===== config.mk =====
export PLATFORM = sky130hd
export DESIGN_NAME = pcs_tx_gearbox_flat
export DESIGN_NICKNAME = d
export VERILOG_FILES = /design/src/rtl/pcs_tx_gearbox_if.sv /design/src/rtl/pcs_tx_gearbox.sv /design/src/flat_wrapper.sv
export SDC_FILE = /design/constraint.sdc
export NUM_CORES = 1
export LEC_CHECK = 0
export ABC_AREA = 1
export BUFFER_PORTS_ARGS = -buffer_cell sky130_fd_sc_hd__buf_4
export CORE_MARGIN = 1.5
export CORE_UTILIZATION = 32
export DETAILED_ROUTE_END_ITERATION = 16
export PLACE_DENSITY = 0.58
export SLEW_MARGIN = 10
export SYNTH_ARGS = -nofsm -noshare
export SYNTH_HDL_FRONTEND = slang
export SYNTH_SLANG_ARGS = --single-unit

===== constraint.sdc =====
create_clock -name i_clk -period 1.7 [get_ports i_clk]
set_input_delay 0.34 -clock i_clk [delete_from_list [all_inputs] [get_ports i_clk]]
set_output_delay 0.34 -clock i_clk [all_outputs]
set_load 0.005 [all_outputs]

===== src/rtl/pcs_tx_gearbox_if.sv =====
// rtl/pcs_tx_gearbox_if.sv - encoder-to-gearbox 66-bit block handshake
interface pcs_tx_gearbox_if;
  logic [63:0] i_block_data;
  logic [1:0]  i_block_hdr;
  logic        i_block_valid;
  logic        o_block_ready;

  // Encoder side drives blocks and observes backpressure.
  modport master (
    output i_block_data,
    output i_block_hdr,
    output i_block_valid,
    input  o_block_ready
  );

  // Gearbox side consumes blocks and drives backpressure.
  modport slave (
    input  i_block_data,
    input  i_block_hdr,
    input  i_block_valid,
    output o_block_ready
  );
endinterface


===== src/rtl/pcs_tx_gearbox.sv =====
// rtl/pcs_tx_gearbox.sv - 64b/66b payload scrambler plus 66-to-32 bit TX gearbox

// Advances the x^58 + x^39 + 1 self-synchronous scrambler by 64 payload bits.
// state_i[0] is the most recently scrambled bit, state_i[57] the oldest.
module pcs_tx_scrambler58 (
  input  logic [57:0] state_i,
  input  logic [63:0] data_i,
  output logic [63:0] data_o,
  output logic [57:0] state_o
);
  logic [57:0] s;
  logic        sc_bit;

  // Unrolled bit-serial recurrence: sc[n] = d[n] ^ sc[n-39] ^ sc[n-58].
  always_comb begin
    s      = state_i;
    sc_bit = 1'b0;
    data_o = '0;
    for (int k = 0; k < 64; k++) begin
      sc_bit    = data_i[k] ^ s[38] ^ s[57];
      data_o[k] = sc_bit;
      s         = {s[56:0], sc_bit};
    end
    state_o = s;
  end
endmodule

module pcs_tx_gearbox #(
  parameter logic        SCRAMBLE_EN = 1'b1,
  parameter logic [57:0] SCR_SEED    = 58'h3FF_FFFF_FFFF_FFFF
) (
  input  logic                   i_clk,
  input  logic                   i_reset_n,
  pcs_tx_gearbox_if.slave        blk_if,
  output logic [31:0]            o_tx_data,
  output logic                   o_tx_valid
);
  // 31 leftover bits plus one 66-bit block is the deepest the buffer gets.
  localparam int BUF_W = 98;

  logic [BUF_W-1:0] bits_q, bits_d;
  logic [6:0]       occ_q, occ_d;
  logic [57:0]      scr_q, scr_d;
  logic [31:0]      tx_data_q, tx_data_d;
  logic             tx_valid_q, tx_valid_d;

  logic             emit;
  logic             accept;
  logic [6:0]       base;
  logic [63:0]      pay_scr;
  logic [63:0]      pay_out;
  logic [57:0]      scr_next;
  logic [BUF_W-1:0] shifted;
  logic [BUF_W-1:0] keep_mask;
  logic [BUF_W-1:0] blk_ext;

  // Ready depends only on registered occupancy, so it is clean during reset.
  assign blk_if.o_block_ready = (occ_q < 7'd64);
  assign accept               = blk_if.i_block_valid & blk_if.o_block_ready;
  assign emit                 = (occ_q >= 7'd32);

  pcs_tx_scrambler58 u_scr (
    .state_i (scr_q),
    .data_i  (blk_if.i_block_data),
    .data_o  (pay_scr),
    .state_o (scr_next)
  );

  // Header always bypasses the scrambler; payload bypasses it when disabled.
  assign pay_out = SCRAMBLE_EN ? pay_scr : blk_if.i_block_data;

  // Next-state: drain one word if available, then append an accepted block at the new tail.
  always_comb begin
    shifted    = emit ? {32'b0, bits_q[BUF_W-1:32]} : bits_q;
    base       = emit ? (occ_q - 7'd32) : occ_q;
    // Bits above the tail are stale after shifting; clear them before OR-ing in the block.
    keep_mask  = ~({BUF_W{1'b1}} << base);
    blk_ext    = {32'b0, pay_out, blk_if.i_block_hdr} << base;
    bits_d     = shifted;
    occ_d      = base;
    scr_d      = scr_q;
    if (accept) begin
      bits_d = (shifted & keep_mask) | blk_ext;
      occ_d  = base + 7'd66;
      if (SCRAMBLE_EN) begin
        scr_d = scr_next;
      end
    end
    tx_valid_d = emit;
    tx_data_d  = emit ? bits_q[31:0] : tx_data_q;
  end

  // State registers with asynchronous reset that also reseeds the scrambler.
  always_ff @(posedge i_clk or negedge i_reset_n) begin
    if (!i_reset_n) begin
      bits_q     <= '0;
      occ_q      <= '0;
      scr_q      <= SCR_SEED;
      tx_data_q  <= '0;
      tx_valid_q <= 1'b0;
    end else begin
      bits_q     <= bits_d;
      occ_q      <= occ_d;
      scr_q      <= scr_d;
      tx_data_q  <= tx_data_d;
      tx_valid_q <= tx_valid_d;
    end
  end

  assign o_tx_data  = tx_data_q;
  assign o_tx_valid = tx_valid_q;
endmodule


===== src/flat_wrapper.sv =====
// flat-port wrapper written by rule: the top's interface ports become plain ports
module pcs_tx_gearbox_flat 
#(
  parameter logic        SCRAMBLE_EN = 1'b1,
  parameter logic [57:0] SCR_SEED    = 58'h3FF_FFFF_FFFF_FFFF
)
  (i_clk, i_reset_n, o_tx_data, o_tx_valid, blk_if_i_block_data, blk_if_i_block_hdr, blk_if_i_block_valid, blk_if_o_block_ready);
  pcs_tx_gearbox_if blk_if_i ();
  input  logic i_clk;
  input  logic i_reset_n;
  output logic [31:0] o_tx_data;
  output logic o_tx_valid;
  input wire logic [$bits(blk_if_i.i_block_data)-1:0] blk_if_i_block_data;
  input wire logic [$bits(blk_if_i.i_block_hdr)-1:0] blk_if_i_block_hdr;
  input wire logic [$bits(blk_if_i.i_block_valid)-1:0] blk_if_i_block_valid;
  output wire logic [$bits(blk_if_i.o_block_ready)-1:0] blk_if_o_block_ready;
  assign blk_if_i.i_block_data = blk_if_i_block_data;
  assign blk_if_i.i_block_hdr = blk_if_i_block_hdr;
  assign blk_if_i.i_block_valid = blk_if_i_block_valid;
  assign blk_if_o_block_ready = blk_if_i.o_block_ready;
  pcs_tx_gearbox #(.SCRAMBLE_EN(SCRAMBLE_EN), .SCR_SEED(SCR_SEED)) u_core (.i_clk(i_clk), .i_reset_n(i_reset_n), .blk_if(blk_if_i), .o_tx_data(o_tx_data), .o_tx_valid(o_tx_valid));
endmodule

==> results.cfg, run 1 <==
[setup_path]
r2r-end = u_core.bits_q[67]
r2r_slack_ns = -0.39
cp-start-kind = flop
timing.rr.start = u_core.occ_q[1]
worstSetupEndpointType = flop
path_max_fanout = 14
path_class = flop to flop
reg2reg_depth = 11
required_ns = 2.14
crit_arrival_ns = 2.53

[route]
avgViaCountPerCell = 5.53
vias = 16600
drtIter0Drc = 1513
detail-route-antenna-nets = 0
detail_route.wl_per_cell_um = 22.8
remaining_drc_errors = 0
drt-total-wl_um = 68800
first_pass_iters = 5

[global_route]
first_global_vias = 16400
antenna_found_initial = 1
grt_overflow = 0
grt_max_degree = 64
global_route.usage.total_pct = 31.0
grt_pass1_wl_um = 102000

[logic_synthesis]
syn_inst = 2040
yosysMostFrequentCell = nand2_1
synth_seq_cells = 195
synth_top_area_cell = dfrtp_1
syn_nets = 2113
synth_area_leaders = dfrtp_1 (25%), nand3_1 (18%), nand2_1 (17%)
synth-edff-count = 0
ys_types = 51
async_flop_share_pct = 100
yosysSeqAreaShare_pct = 35.9
synth_flop_cell = dfrtp_1
synth_area_um2 = 13800
yosysTopAreaCellShare_pct = 24.9
synth_common_cells = nand2_1 (623), nand3_1 (496), o21ai_0 (168)
synth-warning-count = 0
avgSynthCellArea_um2 = 6.76

[cts]
clk-insertion-delay-late_ns = 0.51
root_buffer = clkbuf_16
path_clk_slew_ns = 0.09
h-tree-depth = 4
cts_made_buffers = 17
numClockSinks = 195
clock_path_buffers = 2
cts_tree = done

[timing]
finClkSkew_ns = 0.0241
slew_headroom_pct = 62.1
worstMarginPinSlew_ns = 0.569
rsz0062_at_grt = yes
min_period_over_period_pct = 123
setup_slack_ns = -0.393
period_minus_slack_ns = 2.09
drv_slew = 0
finalSetupViolCount = 96
hold_viol_final = 0
max_freq_mhz = 478

[status]
failed_checks = setup timing
status = complete, but fails checks

[floorplanning]
die_y_um = 211
die_w_um = 211
initial_core_util_pct = 32.6
ioPinCount = 103
die_area_um2 = 44300
core_um2 = 42200
row_count = 75

[place]
place.gp.congestion = 1.02
port_buffers = 102
dp_hpwl_um = 51000

[final_layout]
syn2layout_area_growth_pct = 71.0
multi_input_area_um2 = 12100
nNetsFinal = 2530
layout-drive-gt1-share_pct = 55.5
finish.utilization_pct = 55.8
nFillCells = 3845
regArea_um2 = 4960

[min_path]
timing.hold.worst_endpoint = u_core.scr_q[32]
holdCritPathClass = primary input to flop
min_path_cells = 6
min-delay-start = blk_if_i_block_data[31]

[flow_run]
cap_violations = 0
critical path: stages (launching register included):
cell	delay [ns]
dfrtp_2	0.47
bufbuf_16	0.38
nand3_2	0.17
and2_4	0.21
a21boi_4	0.15
buf_4	0.14
nand2_1	0.08
nand3_1	0.14
nand3_2	0.10
nand3_2	0.07
nand2_1	0.05
nand2_1	0.08
flip-flops by register name, indices dropped and copies added (netlist names):
signal and flops:
u_core.o_tx_valid 1, u_core.occ_q 6, u_core.o_tx_data 32, u_core.scr_q 58, u_core.bits_q 98
layout by cell type, fill, tap and decap left out, drive strengths merged, types with 17 or more instances in the layout:
master / Yosys / final
nand2: 640 / 640
buf: 68 / 509
nand3: 506 / 506
o21ai: 186 / 186
inv: 171 / 174
dfrtp: 137 / 137
dfstp: 58 / 58
nor2: 56 / 56
xnor2: 30 / 30
xor2: 21 / 21
clkbuf: 47 / 19
a21oi: 17 / 17
final cells by class:
class	count	area share, %
Antenna cell	1	0.0106
Clock buffer	18	1.82
Clock inverter	14	0.828
Inverter	174	2.92
Multi-Input combinational cell	1556	51.3
Sequential cell	195	21.0
Tap cell	539	2.86
Timing Repair Buffer	513	19.2
cell families (layout without fill, tap and decap cells):
family          Yosys count  count (layout)  synth area share [%]
simple gates           1233            1233                  39.7
buf+inv                 289             719                  9.51
compound gates          267             267                  11.2
flops                   195             195                  35.9
xor+xnor                 51              51                  3.24
fa+ha+maj                 4               4                 0.363
mux                       1               1                0.0726
other cells               0               1                     0
per-layer routing:
metal,wire (um),part of all wire [%],global-route usage (%),vias to the layer above
met3,4160,6.0,4.38,167
met2,32000,47,50.2,642
li1,-,-,-,7641
met5,0,0,0,-
met4,3160,4.6,13.6,0
met1,29400,43,41.1,8182
how the worst max path moves through the flow:
stage	startpoint	to	cells past startpoint	slack, ns
CTS	u_core.scr_q[38]	u_core.bits_q[78]	18	-0.36
global route	u_core.scr_q[24]	u_core.bits_q[67]	13	-0.46
global placement	u_core.scr_q[38]	u_core.bits_q[86]	16	-0.67
detailed placement	u_core.scr_q[17]	u_core.bits_q[33]	13	-0.66
finish	u_core.occ_q[1]	u_core.bits_q[67]	11	-0.39
floorplan	u_core.scr_q[24]	u_core.bits_q[61]	15	0.004
stage by stage:
stage / cells / hold WS, ns / setup TNS [ns] / instance area [um^2] / worst slack [ns]
3_3_place_gp: 2892 / 0.383 / -37.83 / 17300 / -0.675
5_1_grt: 3009 / 0.249 / -29.91 / 23600 / -0.465
3_5_place_dp: 2892 / 0.380 / -39.09 / 17300 / -0.658
4_1_cts: 2992 / 0.200 / -19.43 / 21800 / -0.358
6_report: 3010 / 0.244 / -21.96 / 23600 / -0.393
2_1_floorplan: 2040 / 0.0444 / 0 / 13800 / 0.00371
repair_timing:
action / CTS / global route
setup endpoints to repair: 98 / 110
hold endpoints to repair: 14 / 0
pin swaps: 129 / 130
gates cloned: 2 / 0
buffers inserted: 67 / 29
hold buffers: 1 / 0
gates resized for setup: 769 / 353
Power of run 1 is not shown: default switching activity piles up to over one toggle a cycle in this logic, so the estimate is an artifact.
==> run 2: changes to the inputs <==
--- a/config.mk
+++ b/config.mk
@@ -11,6 +11,8 @@
 export CORE_UTILIZATION = 32
 export DETAILED_ROUTE_END_ITERATION = 16
 export PLACE_DENSITY = 0.58
+export REMOVE_ABC_BUFFERS = 1
+export SETUP_SLACK_MARGIN = 0.2
 export SLEW_MARGIN = 10
 export SYNTH_ARGS = -nofsm -noshare
 export SYNTH_HDL_FRONTEND = slang
==> results.cfg, run 2 (synthesis results as in run 1) <==
[setup_path]
cp-start-kind = flop
crit_arrival_ns = 2.50
path_delay_family = simple AND/OR/NAND/NOR gates
cpMostUsedCell = nand3_4
crit_path_top_delay_cell = dfstp_2
critical-path-max-stage-delay_ns = 0.68
path_class = flop to flop
required_ns = 2.10
path_max_fanout = 3
cp_num_buf_inv = 1
worstSetupEndpointType = flop
worstPathCellList = buf_6, xor2_4, nand3_4, nand3_4, nand3_4, nand3_4, nand3_4, nand3_2, nand3b_1, nand2_1, nand2_1

[timing]
drv_slew = 0
setup_slack_ns = -0.396
whs_ns = 0.214
finalSetupViolCount = 96
finClkSkew_ns = 0.0128
min_period_over_period_pct = 123
rsz0062_at_grt = yes
slew_headroom_pct = 59.5
period_minus_slack_ns = 2.10
worstMarginPinSlew_ns = 0.606
max_freq_mhz = 477
hold_viol_final = 0

[cts]
path_clk_slew_ns = 0.08
h-tree-depth = 4
root_buffer = clkbuf_16
cts_made_buffers = 17
cts_tree = done
numClockSinks = 195
clk-insertion-delay-late_ns = 0.51
clock_path_buffers = 2

[route]
drtIter0Drc = 1320
detail_route.wl_per_cell_um = 22.9
remaining_drc_errors = 0
avgViaCountPerCell = 5.49
drt-total-wl_um = 68100
first_pass_iters = 5
detail-route-antenna-nets = 0
vias = 16400

[final_layout]
nNetsFinal = 2498
syn2layout_area_growth_pct = 61.5
diodes = 0
layout-drive-gt1-share_pct = 48.0
mostFrequentLayoutCells = nand2_1 (433), buf_4 (378), nand3_1 (226)
finalInstanceArea_um2 = 22300
nFillCells = 4004
finalNonFillerCells = 2977
largest_reg_flops = 98
max_flop_register = u_core.bits_q
final_common_cell = nand2_1

[global_route]
grt_overflow = 0
global_route.usage.total_pct = 29.5
grt_max_degree = 78
first_global_vias = 15400
antenna_found_initial = 0
grt_pass1_wl_um = 96700

[floorplanning]
die_area_um2 = 44300
ioPinCount = 103
die_y_um = 211
core_um2 = 42200
die_w_um = 211
initial_core_util_pct = 32.6
row_count = 75

[status]
failed_checks = setup timing
status = complete, but fails checks

[min_path]
holdCritPathClass = primary input to flop

[place]
port_buffers = 102
dpl_cell_area_um2 = 17000
dp_hpwl_um = 48900
dp_slack_ns = -0.649
place.gp.congestion = 0.973
dp.cells = 2851

[flow_run]
cap_violations = 0
==> run 2: cell types whose count changed in the layout (fill, tap and decap cells not counted), sizes merged <==
cell	before	now
buf	509	469
bufbuf	2	0
bufinv	3	1
clkbuf	19	30
clkinv	9	12
clkinvlp	2	1
diode	1	0
inv	174	173
==> run 2: final cells by class <==
type / instances / area (um^2) / area share [%]
Timing Repair inverter: 1 / 16.3 / 0.0731
Sequential cell: 195 / 4960 / 22.3
Tap cell: 539 / 674 / 3.03
Inverter: 174 / 693 / 3.11
Clock buffer: 20 / 457 / 2.05
Multi-Input combinational cell: 1556 / 10900 / 49.0
Timing Repair Buffer: 480 / 4430 / 19.9
Clock inverter: 12 / 125 / 0.562
==> run 2: worst register-to-register path: stages (launching register included) <==
cell,delay [ns]
dfstp_2,0.68
buf_6,0.16
xor2_4,0.19
nand3_4,0.14
nand3_4,0.13
nand3_4,0.16
nand3_4,0.13
nand3_4,0.10
nand3_2,0.07
nand3b_1,0.12
nand2_1,0.08
nand2_1,0.05
==> run 2: final timing paths <==
kind                            cells after the start                     from              endpoint  slack, ns
worst min register to register                      2        u_core.bits_q[27]  u_core.o_tx_data[27]       0.47
worst min-delay path                                4  blk_if_i_block_data[30]      u_core.scr_q[33]       0.21
min in group asynchronous                           2                i_reset_n       u_core.occ_q[1]       0.30
worst max-delay path                               11         u_core.scr_q[18]     u_core.bits_q[77]      -0.40
worst max register to register                     11         u_core.scr_q[18]     u_core.bits_q[77]      -0.40
max in group asynchronous                           3                i_reset_n   u_core.o_tx_data[6]       0.68
==> run 2: what timing repair did <==
| item | 4_1_cts | 5_1_grt |
|---|---|---|
| setup buffers | 22 | 60 |
| resized for setup | 473 | 383 |
| setup endpoints to repair | 134 | 150 |
| pin swaps | 80 | 111 |
| hold buffers | 1 | 0 |
| gates cloned | 1 | 10 |
| endpoints found under the hold margin | 39 | 0 |
==> run 2: layer usage <==
metal  track usage (%)  vias to the layer above  part of all wire, %
met4              11.5                        0                  3.8
li1                  -                     7574                    -
met1              40.7                     8021                   43
met3              5.33                      118                  7.1
met5                 0                        -                    0
met2              45.6                      637                   46
==> run 2: metrics by stage <==
stage | setup TNS [ns] | util (%)
after floorplan | -473.11 | -
after global placement | -35.74 | 40.3
after detailed placement | -36.36 | 40.3
after CTS | -21.20 | 47.0
after global routing | -32.43 | 52.7
final | -23.89 | 52.7
Power of run 2 is left out for the same reason.
==> run 3: changes to the inputs <==
--- a/config.mk
+++ b/config.mk
@@ -16,4 +16,5 @@
 export SLEW_MARGIN = 10
 export SYNTH_ARGS = -nofsm -noshare
 export SYNTH_HDL_FRONTEND = slang
+export SYNTH_HIERARCHICAL = 1
 export SYNTH_SLANG_ARGS = --single-unit
==> results.cfg, run 3 <==
[floorplanning]
initial_core_util_pct = 32.5
row_count = 75
core_um2 = 42100
die_y_um = 210
die_w_um = 210
die_area_um2 = 44100
ioPinCount = 103

[logic_synthesis]
synth-edff-count = 0
synth_area_leaders = dfrtp_1 (25%), nand2_1 (21%), nand3_1 (13%)
yosysSeqAreaShare_pct = 36.1
synth_area_um2 = 13700
synth_top_area_cell = dfrtp_1
synth_seq_cells = 195
async_flop_share_pct = 100
synth-warning-count = 6
yosysTopAreaCellShare_pct = 25.0
avgSynthCellArea_um2 = 6.78
synth_flop_cell = dfrtp_1
yosysMostFrequentCell = nand2_1
synth_common_cells = nand2_1 (774), nand3_1 (357), dfrtp_1 (137)
ys_types = 51
syn_inst = 2021

[status]
status = complete, but fails checks
failed_checks = setup timing

[cts]
root_buffer = clkbuf_16
cts_tree = done
h-tree-depth = 4
numClockSinks = 195
cts_made_buffers = 17
path_clk_slew_ns = 0.08
clock_path_buffers = 2
clk-insertion-delay-late_ns = 0.48

[place]
dp.cells = 2741
dpl_cell_area_um2 = 16300
port_buffers = 102
place.gp.congestion = 0.943
dp_hpwl_um = 41600

[setup_path]
required_ns = 2.07
crit_arrival_ns = 2.56
worstSetupEndpointType = flop
cp-start-kind = flop
path_class = flop to flop
path_max_fanout = 5

[final_layout]
finalInstanceArea_um2 = 22300
diodes = 0
nNetsFinal = 2401
largest_reg_flops = 98
final_common_cell = nand2_1
finalNonFillerCells = 2881
syn2layout_area_growth_pct = 62.9
layout-drive-gt1-share_pct = 53.7
mostFrequentLayoutCells = nand2_1 (511), buf_4 (306), nand2_2 (178)
max_flop_register = u_core/bits_q

[global_route]
grt_max_degree = 66
antenna_found_initial = 0
first_global_vias = 14800
grt_overflow = 0
grt_pass1_wl_um = 86600
global_route.usage.total_pct = 25.9

[route]
avgViaCountPerCell = 5.37
detail-route-antenna-nets = 0
drtIter0Drc = 1178
first_pass_iters = 6
detail_route.wl_per_cell_um = 20.5
vias = 15500
remaining_drc_errors = 0
drt-total-wl_um = 59100

[min_path]
holdCritPathClass = primary input to flop

[timing]
period_minus_slack_ns = 2.19
slew_headroom_pct = 70.2
finClkSkew_ns = 0.0184
setup_slack_ns = -0.491
finalSetupViolCount = 94
rsz0062_at_grt = yes
max_freq_mhz = 456
hold_viol_final = 0
worstMarginPinSlew_ns = 0.446
min_period_over_period_pct = 129
drv_slew = 0

[flow_run]
cap_violations = 0
## run 3: per-stage QoR
step,worst slack (ns),TNS (ns),utilization [%],hold WS (ns)
2_1_floorplan,-2.48,-273.35,-,0.0444
3_3_place_gp,-0.582,-34.81,38.6,0.282
3_5_place_dp,-0.613,-36.60,38.6,0.285
4_1_cts,-0.405,-21.69,46.7,0.222
5_1_grt,-0.575,-35.06,53.0,0.236
6_report,-0.491,-27.43,53.0,0.253
## run 3: kinds of logic after synthesis
group / count (synthesis) / synth area share [%]
xor+xnor: 82 / 5.24
mux: 1 / 0.0730
buf+inv: 292 / 10.9
flops: 195 / 36.1
compound gates: 212 / 8.93
fa+ha+maj: 3 / 0.274
simple gates: 1236 / 38.5
## run 3: final timing paths
path / startpoint / endpoint / slack, ns / depth (start not counted)
worst max register to register: u_core/scr_q[15] / u_core/bits_q[64] / -0.49 / 16
worst max-delay path: u_core/scr_q[15] / u_core/bits_q[64] / -0.49 / 16
min in group asynchronous: i_reset_n / u_core/bits_q[95] / 0.34 / 2
worst min register to register: u_core/bits_q[79] / u_core/bits_q[79] / 0.47 / 2
worst min-delay path: blk_if_i_block_hdr[1] / u_core/bits_q[1] / 0.25 / 3
max in group asynchronous: i_reset_n / u_core/bits_q[20] / 0.67 / 4
## run 3: final cells by class
class                           count  area (um^2)
Clock buffer                       19          433
Clock inverter                     13          120
Fill cell                        3806        19800
Inverter                          127          517
Multi-Input combinational cell   1534        11300
Sequential cell                   195         4960
Tap cell                          539          674
Timing Repair Buffer              454         4340
## run 3: layer usage
layer  GRT usage, %  wire length [um]  vias to the layer above
li1               -                 -                     7137
met1           34.0             24600                     7567
met2           42.2             28400                      614
met3           4.56              3760                      142
met4           10.5              2370                        0
met5              0                 0                        -
## run 3: critical path: stages (launching register included)
cell	delay (ns)
dfstp_2	0.62
inv_2	0.06
nand2_2	0.11
nand3_2	0.12
nand3_2	0.11
nand2_1	0.06
nand2_1	0.08
nand2_2	0.11
nand2_2	0.08
nand2_2	0.07
o21ai_2	0.17
buf_6	0.15
o21ai_2	0.06
nand2_1	0.07
nand2_2	0.08
o21ai_2	0.07
inv_1	0.05
## run 3: timing repair
item                       4_1_cts  5_1_grt
gates resized for setup        577      492
setup buffers                   43       59
hold endpoints to repair         9        0
pin swaps                      165      241
gates cloned                     4        1
hold buffers                     1        0
setup endpoints to repair      130      167
Power of run 3 is left out for the same reason.
